### config.mk
export PLATFORM = sky130hd
export DESIGN_NAME = debounce_ctrl
export DESIGN_NICKNAME = d
export VERILOG_FILES = /design/src/rtl/pipeline_types_pkg.sv /design/src/rtl/debounce_ctrl.sv
export SDC_FILE = /design/constraint.sdc
export NUM_CORES = 1
export LEC_CHECK = 0
export ABC_AREA = 0
export CORE_AREA = 3 3 55 57
export DETAILED_ROUTE_END_ITERATION = 16
export DIE_AREA = 0 0 58 60
export SLEW_MARGIN = 20
export SYNTH_ARGS = -nofsm -noshare
export SYNTH_HDL_FRONTEND = slang
export SYNTH_SLANG_ARGS = --single-unit
### constraint.sdc
create_clock -name i_clk -period 1.8 [get_ports i_clk]
set_clock_uncertainty 0.1 [all_clocks]
set_input_delay 0.54 -clock i_clk [delete_from_list [all_inputs] [get_ports i_clk]]
set_output_delay 0.54 -clock i_clk [all_outputs]
set_load 0.03 [all_outputs]
### src/rtl/pipeline_types_pkg.sv
// Types shared across the button input pipeline: edge pulses and debounce sequencer states.
package pipeline_types;

  typedef struct packed {
    logic rise;
    logic fall;
  } edges_t;

  typedef enum logic [1:0] {
    IDLE,
    ARM_PRESS,
    PRESSED,
    ARM_RELEASE
  } debounce_state_t;

endpackage

### src/rtl/debounce_ctrl.sv
// Debounce sequencer: counts enable strobes of stable level before accepting a press or release,
// and emits registered press/release/long-press/restart pulses.
module debounce_ctrl
  import pipeline_types::*;
#(
  parameter int unsigned STABLE_TICKS = 4,
  parameter int unsigned LONG_TICKS   = 50
) (
  input  logic   i_clk,
  input  logic   i_reset,
  input  edges_t i_edges,
  input  logic   i_level,
  input  logic   i_count_enable,
  output logic   o_level,
  output logic   o_press,
  output logic   o_release,
  output logic   o_long_press,
  output logic   o_restart
);

  localparam int unsigned CntW = $clog2(LONG_TICKS + 1);
  localparam logic [CntW-1:0] StableLast = CntW'(STABLE_TICKS - 1);
  localparam logic [CntW-1:0] LongLast   = CntW'(LONG_TICKS - 1);

  if (STABLE_TICKS == 0 || LONG_TICKS <= STABLE_TICKS) begin : g_bad_params
    $error("debounce_ctrl: need STABLE_TICKS >= 1 and LONG_TICKS > STABLE_TICKS");
  end

  debounce_state_t state_q, state_d;
  logic [CntW-1:0] cnt_q, cnt_d;
  logic            long_q, long_d;
  logic            level_q, level_d;
  logic            press_q, press_d;
  logic            release_q, release_d;
  logic            long_press_q, long_press_d;
  logic            restart_q, restart_d;

  logic rise_only, fall_only, any_edge;

  assign rise_only = i_edges.rise & ~i_edges.fall;
  assign fall_only = i_edges.fall & ~i_edges.rise;
  // Any decoded edge pre-empts a strobe in the same cycle, even one the state ignores.
  assign any_edge  = rise_only | fall_only;

  always_comb begin
    state_d      = state_q;
    cnt_d        = cnt_q;
    long_d       = long_q;
    level_d      = level_q;
    press_d      = 1'b0;
    release_d    = 1'b0;
    long_press_d = 1'b0;
    restart_d    = 1'b0;

    unique case (state_q)
      IDLE: begin
        if (rise_only) begin
          state_d   = ARM_PRESS;
          cnt_d     = '0;
          restart_d = 1'b1;
        end
      end
      ARM_PRESS: begin
        if (fall_only) begin
          state_d   = IDLE;
          cnt_d     = '0;
          restart_d = 1'b1;
        end else if (!any_edge && i_count_enable && i_level) begin
          if (cnt_q == StableLast) begin
            state_d = PRESSED;
            cnt_d   = '0;
            long_d  = 1'b0;
            level_d = 1'b1;
            press_d = 1'b1;
          end else begin
            cnt_d = cnt_q + CntW'(1);
          end
        end
      end
      PRESSED: begin
        if (fall_only) begin
          state_d   = ARM_RELEASE;
          cnt_d     = '0;
          restart_d = 1'b1;
        end else if (!any_edge && i_count_enable && i_level) begin
          if (cnt_q == LongLast) begin
            if (!long_q) begin
              long_d       = 1'b1;
              long_press_d = 1'b1;
            end
          end else begin
            cnt_d = cnt_q + CntW'(1);
          end
        end
      end
      ARM_RELEASE: begin
        // Long flag survives a release glitch so a held button yields one long press.
        if (rise_only) begin
          state_d   = PRESSED;
          cnt_d     = '0;
          restart_d = 1'b1;
        end else if (!any_edge && i_count_enable && !i_level) begin
          if (cnt_q == StableLast) begin
            state_d   = IDLE;
            cnt_d     = '0;
            level_d   = 1'b0;
            release_d = 1'b1;
          end else begin
            cnt_d = cnt_q + CntW'(1);
          end
        end
      end
      default: state_d = IDLE;
    endcase
  end

  always_ff @(posedge i_clk or posedge i_reset) begin
    if (i_reset) begin
      state_q      <= IDLE;
      cnt_q        <= '0;
      long_q       <= 1'b0;
      level_q      <= 1'b0;
      press_q      <= 1'b0;
      release_q    <= 1'b0;
      long_press_q <= 1'b0;
      restart_q    <= 1'b0;
    end else begin
      state_q      <= state_d;
      cnt_q        <= cnt_d;
      long_q       <= long_d;
      level_q      <= level_d;
      press_q      <= press_d;
      release_q    <= release_d;
      long_press_q <= long_press_d;
      restart_q    <= restart_d;
    end
  end

  assign o_level      = level_q;
  assign o_press      = press_q;
  assign o_release    = release_q;
  assign o_long_press = long_press_q;
  assign o_restart    = restart_q;

endmodule
==> results of run 1 <==
-- registers in the layout (all words and copies together) (netlist names) --
signal	flops
cnt_q	6
o_release	1
o_press	1
o_long_press	1
o_restart	1
state_q	2
long_q	1
o_level	1
-- power groups by stage --
stage | Combinational [mW] | Sequential, mW | Clock (mW)
floorplan | 0.481 | 0.429 | 0
global placement | 0.835 | 0.407 | 0
detailed placement | 0.843 | 0.410 | 0
CTS | 0.965 | 0.404 | 0.188
global route | 1.18 | 0.410 | 0.203
finish | 1.09 | 0.403 | 0.178
-- metal layers --
metal / track usage, % / routed length [um] / vias up
li1: - / - / 406
met1: 15.5 / 985 / 395
met2: 22.1 / 1080 / 10
met3: 2.59 / 52 / 4
met4: 6.95 / 42 / 0
met5: 0 / 0 / -
-- area by class of cell --
cell class / instances / area (um^2)
timing repair buffer: 40 / 322
inverter: 7 / 26.3
multi-input combinational: 67 / 624
sequential: 14 / 350
fill: 218 / 1140
clock buffer: 3 / 22.5
tap: 30 / 37.5
-- timing repair --
action / 4_1_cts / 5_1_grt
resized for setup: 21 / 14
pin swaps: 5 / 7
buffers inserted: 5 / 3
setup endpoints to repair: 17 / 11
-- worst reg2reg max path, stage by stage (launching register included) --
cell and delay [ns]:
dfrtp_1 0.36, ha_2 0.18, or4b_4 0.52, nor2_4 0.12, a221o_1 0.22, buf_6 0.13, buf_6 0.09, o21bai_1 0.07
o2bb2ai_1 0.12
-- through the flow --
stage	TNS [ns]	instances	area (um^2)	total power, mW
after global routing	-2.05	161	1380	1.80
after CTS	-1.26	158	1300	1.56
after floorplan	-0.855	89	917	0.911
after global placement	-7.13	150	1210	1.24
after detailed placement	-7.39	150	1210	1.25
final	-1.29	161	1380	1.67
-- final timing paths --
| path | depth (start not counted) | slack [ns] | from | to |
|---|---|---|---|---|
| min in group asynchronous | 3 | 0.45 | i_reset | o_long_press$_DFF_PP0_ |
| setup reg to reg | 8 | -0.20 | cnt_q[1]$_DFFE_PP0P_ | cnt_q[3]$_DFFE_PP0P_ |
| setup / recovery | 8 | -0.20 | cnt_q[1]$_DFFE_PP0P_ | cnt_q[3]$_DFFE_PP0P_ |
| hold / removal | 1 | 0.38 | long_q$_DFFE_PP0P_ | o_long_press$_DFF_PP0_ |
| hold reg to reg | 1 | 0.38 | long_q$_DFFE_PP0P_ | o_long_press$_DFF_PP0_ |
| max in group asynchronous | 3 | 0.99 | i_reset | o_restart$_DFF_PP0_ |
-- logic make-up (layout without fill, tap and decap cells) --
logic type / count (synthesis) / after routing / synth area share (%)
AO/OA/AOI/OAI: 21 / 21 / 18.2
flip-flops: 14 / 14 / 39.7
adder cells (fa/ha/maj): 8 / 8 / 11.3
buffers and inverters: 8 / 50 / 4.26
multiplexers: 2 / 2 / 2.55
AND/OR/NAND/NOR: 36 / 36 / 24.0
-- layout by cell type (no fill, tap or decap), types with 2 or more instances in the layout --
| cell type | netlist | routed |
|---|---|---|
| buf_4 | 0 | 28 |
| dfrtp_1 | 14 | 14 |
| nor2_1 | 8 | 6 |
| nand2_1 | 7 | 6 |
| dlygate4sd2_1 | 0 | 6 |
| inv_1 | 7 | 5 |
| o21bai_1 | 4 | 4 |
| nand2b_1 | 6 | 4 |
| a21oi_1 | 3 | 3 |
| ha_1 | 8 | 3 |
| ha_4 | 0 | 3 |
| clkbuf_4 | 0 | 3 |
| nand2b_4 | 0 | 2 |
| nand4b_1 | 2 | 2 |
| inv_2 | 0 | 2 |
| and3_1 | 2 | 2 |
| ha_2 | 0 | 2 |
| clkdlybuf4s50_1 | 0 | 2 |
| buf_6 | 1 | 2 |
==> flow_summary.yaml, run 1 <==
die:
  die_w_um: 58
  core_um2: 2520
  die_area_um2: 3480
  num_rows: 18
  pin_count: 11
  initial_core_util_pct: 35.0
  die_h_um: 60
sta:
  period_share_pct: 111
  relSlewSlack_pct: 74.9
  rsz0062_at_grt: "yes"
  fin_hold_ws_ns: 0.379
  fmax_ghz: 0.500
  finalSetupViolCount: 10
  worst_slack_ns: -0.200
  tightest_slew_ns: 0.373
  drv_slew: 0
  period_needed_ns: 2.00
  hold_viol: 0
clock_network:
  clkLatencyLatePin_ns: 0.28
  cts-buffers-inserted: 3
  clockRootBuffer: "clkbuf_4"
  cts_sinks: 14
  cts_tree: "done"
  cts_max_level: 1
  cts_max_path_buffers: 2
  cts.clk_slew.worst_paths_ns: 0.08
  hold_buffers: 0
layout:
  nets: 147
  area_growth_pct: 56.7
  diodes: 0
  drive_gt1_share_pct: 47.3
  post-route-util_pct: 54.8
synthesis:
  ys_seq_area_share_pct: 39.7
  syn_inst: 89
  syn_nets: 103
  ys_warn_count: 0
  netlist-cell-type-count: 33
  yosysTopAreaCell: "dfrtp_1"
  synthTopCellsByCount: "dfrtp_1 (14), ha_1 (8), nor2_1 (8)"
  postSynthAreaPerCell_um2: 9.91
  synth_seq_cells: 14
  synth_area_um2: 882
  synth_ff_type: "dfrtp_1"
  synth_edf_count: 0
  synth_area_leaders: "dfrtp_1 (40%), ha_1 (11%), nand2b_1 (4.3%)"
  async_flop_share_pct: 100
  synth_top_area_share_pct: 39.7
  synth_most_common_cell: "dfrtp_1"
worst_setup_path:
  max_stage_delay_ns: 0.52
  worstSetupPathType: "reg -> reg"
  crit_required_ns: 1.87
  cp_common_cell: "buf_6"
  slowest_stage: "or4b_4"
  path_cells: "ha_2 > or4b_4 > nor2_4 > a221o_1 > buf_6 > buf_6 > o21bai_1 > o2bb2ai_1"
  cp-end-kind: "flop"
  cp-start-kind: "flop"
  crit_family: "simple AND/OR/NAND/NOR gates"
  critPathMaxFanout: 4
  critPathArrivalTime_ns: 2.07
  critPathBufInv: 2
outcome:
  violations: "negative setup slack"
  status: "complete, but fails checks"
power:
  powerDensity_nw_per_um2: 1210
  p_int_mw: 1.05
  pwr-share-seq_pct: 24.1
  peakVddDrop_mv: 0.645
  p_leak_nw: 0.636
  p_sw_share_pct: 37.4
  p_switching_mw: 0.625
  p_comb_share_pct: 65.2
  clockPowerShare_pct: 10.7
place:
  place.gp.congestion: 0.792
  io_buffer_count: 10
  post-place-ws_ns: -0.707
  hpwl_mm: 1.56
global_route:
  grt_pass1_vias: 802
  grt_usage_pct: 13.0
  antenna_found_initial: 0
  gr-total-overflow: 0
  grt_pass1_wl_mm: 3.41
  grt_max_degree: 15
drt:
  vias: 815
  first_iter_violations: 7
  wl_mm: 2.16
  via_per_inst: 5.06
  ant_nets: 0
  wl_per_cell_um: 13.4
  drc_errors: 0
  drt_pass1_iterations: 4
run:
  cap_viol_max_count: 0
worst_hold_path:
  hold_class: "reg -> reg"
(Power assumes the default switching activity.)
==> run 2, diff against run 1 <==
--- a/config.mk
+++ b/config.mk
@@ -6,9 +6,12 @@
 export NUM_CORES = 1
 export LEC_CHECK = 0
 export ABC_AREA = 0
+export CELL_PAD_IN_SITES_DETAIL_PLACEMENT = 1
+export CELL_PAD_IN_SITES_GLOBAL_PLACEMENT = 1
 export CORE_AREA = 3 3 55 57
 export DETAILED_ROUTE_END_ITERATION = 16
 export DIE_AREA = 0 0 58 60
+export PLACE_DENSITY_LB_ADDON = 0.1
 export SLEW_MARGIN = 20
 export SYNTH_ARGS = -nofsm -noshare
 export SYNTH_HDL_FRONTEND = slang
==> run 2 against run 1 <==
The flow still finishes with violations (negative setup slack). Wire length grew 27%. Total power up 10%. Register-to-register slack got worse by 0.07 ns. Clock-buffer cell count up 1. First-iteration DRC count increased by 71%. Worst hold slack gained 0.037 ns. Flip-flop and latch count unchanged. Global-route usage is 4.9 points higher. Fmax is 3.4% lower. Highest routed layer unchanged.
==> flow_summary.yaml, run 2 (synthesized netlist as in run 1, its figures left out) <==
worst_hold_path:
  hold_class: "reg -> reg"
worst_setup_path:
  worstSetupPathType: "reg -> reg"
  cp-end-kind: "flop"
  critPathMaxFanout: 4
  rrSetupSlack_ns: -0.27
  cp-start-kind: "flop"
  crit_required_ns: 1.91
  critPathArrivalTime_ns: 2.18
place:
  hpwl_mm: 1.95
  io_buffer_count: 10
  placed_cells: 151
  place.gp.congestion: 0.782
clock_network:
  cts-buffers-inserted: 3
  cts_max_path_buffers: 2
  clkLatencyLatePin_ns: 0.30
  hold_buffers: 0
  cts_sinks: 14
  clockRootBuffer: "clkbuf_4"
  cts.clk_slew.worst_paths_ns: 0.09
  cts_max_level: 1
  cts_tree: "done"
global_route:
  grt_pass1_wl_mm: 4.59
  grt_max_degree: 15
  grt_usage_pct: 17.9
  grt_pass1_vias: 928
  gr-total-overflow: 0
  antenna_found_initial: 0
power:
  p_switching_mw: 0.699
  p_int_mw: 1.14
  pwr-share-seq_pct: 22.3
  peakVddDrop_mv: 0.879
  p_leak_nw: 0.654
  powerDensity_nw_per_um2: 1270
  p_comb_share_pct: 65.1
  p_sw_share_pct: 38.0
  clockPowerShare_pct: 12.7
  power_mw: 1.84
sta:
  hold_viol: 0
  drv_slew: 0
  fin_hold_ws_ns: 0.416
  relSlewSlack_pct: 78.8
  period_needed_ns: 2.07
  finalSetupViolCount: 11
  period_share_pct: 115
  fmax_ghz: 0.483
  tightest_slew_ns: 0.315
  rsz0062_at_grt: "yes"
  worst_slack_ns: -0.271
  tns_ns: -2.01
layout:
  top_regs: "cnt_q (6), state_q (2)"
  final_common_cell: "buf_4"
  diodes: 0
  largest_reg_flops: 6
  regMostFlops: "cnt_q"
  nets: 146
  fin_cells: 161
  num-fill-cells: 285
  drive_gt1_share_pct: 55.0
  final_cell_mix: "buf_4 (25), dfrtp_1 (14), nand2_1 (6), dlygate4sd2_1 (6)"
  area_growth_pct: 64.1
drt:
  wl_mm: 2.73
  ant_nets: 0
  wl_per_cell_um: 17.0
  vias: 851
  via_per_inst: 5.29
  first_iter_violations: 12
  drt_pass1_iterations: 4
  drc_errors: 0
die:
  die_w_um: 58
  core_um2: 2520
  initial_core_util_pct: 35.0
  die_h_um: 60
  pin_count: 11
  num_rows: 18
  die_area_um2: 3480
outcome:
  status: "complete, but fails checks"
  violations: "negative setup slack"
run:
  cap_viol_max_count: 0
## run 2: changes by cell type in the layout (fill, tap and decap cells not counted), sizes merged
cell / before / now
buf: 30 / 31
clkdlybuf4s15: 1 / 0
## run 2: cell type report
cell class	count	area [um^2]	area share (%)
inverter	7	26.3	1.82
sequential	14	350	24.2
multi-input combinational	67	682	47.1
timing repair buffer	39	315	21.8
clock buffer	4	36.3	2.51
tap	30	37.5	2.59
## run 2: metrics by stage
| stage | utilization, % | setup slack, ns | cell area [um^2] |
|---|---|---|---|
| finish | 57.4 | -0.271 | 1450 |
| global route | 57.4 | -0.323 | 1450 |
| CTS | 55.3 | -0.247 | 1400 |
| detailed placement | 48.2 | -0.783 | 1220 |
| global placement | 48.2 | -0.718 | 1220 |
| floorplan | - | -0.198 | 917 |
## run 2: power by group through the flow
| stage | sequential (mW) | combinational, mW | clock (mW) |
|---|---|---|---|
| after CTS | 0.413 | 1.13 | 0.235 |
| after global placement | 0.409 | 0.830 | 0 |
| after global routing | 0.416 | 1.29 | 0.254 |
| after detailed placement | 0.412 | 0.859 | 0 |
| after floorplan | 0.429 | 0.481 | 0 |
| final | 0.410 | 1.20 | 0.233 |
## run 2: final timing paths
path | startpoint | to | cells past startpoint
min in group asynchronous | i_reset | long_q$_DFFE_PP0P_ | 3
worst min-delay path | long_q$_DFFE_PP0P_ | o_long_press$_DFF_PP0_ | 1
worst max register to register | cnt_q[0]$_DFFE_PP0P_ | cnt_q[4]$_DFFE_PP0P_ | 6
worst max-delay path | cnt_q[0]$_DFFE_PP0P_ | cnt_q[4]$_DFFE_PP0P_ | 6
max in group asynchronous | i_reset | state_q[0]$_DFFE_PP0P_ | 3
worst min register to register | long_q$_DFFE_PP0P_ | o_long_press$_DFF_PP0_ | 1
## run 2: metal layers
layer	global-route usage, %	up-vias	share of wire, %
met5	0	-	0
met4	1.99	0	1.2
met3	4.54	5	2.8
met2	34.8	10	55
met1	20.1	430	41
li1	-	406	-
## run 2: critical path, cell delays in order, from the launching register on
cell      delay [ns]
dfrtp_1         0.40
ha_2            0.20
or4b_4          0.26
nor2_4          0.05
a221o_1         0.43
or4_4           0.44
o211ai_1        0.10
## run 2: timing repair
| action | 4_1_cts | 5_1_grt |
|---|---|---|
| resized for setup | 41 | 11 |
| pin swaps | 17 | 9 |
| setup endpoints to repair | 18 | 12 |
| buffers inserted | 7 | 3 |
| gates cloned | 0 | 0 |
| hold endpoints to repair | 0 | 0 |
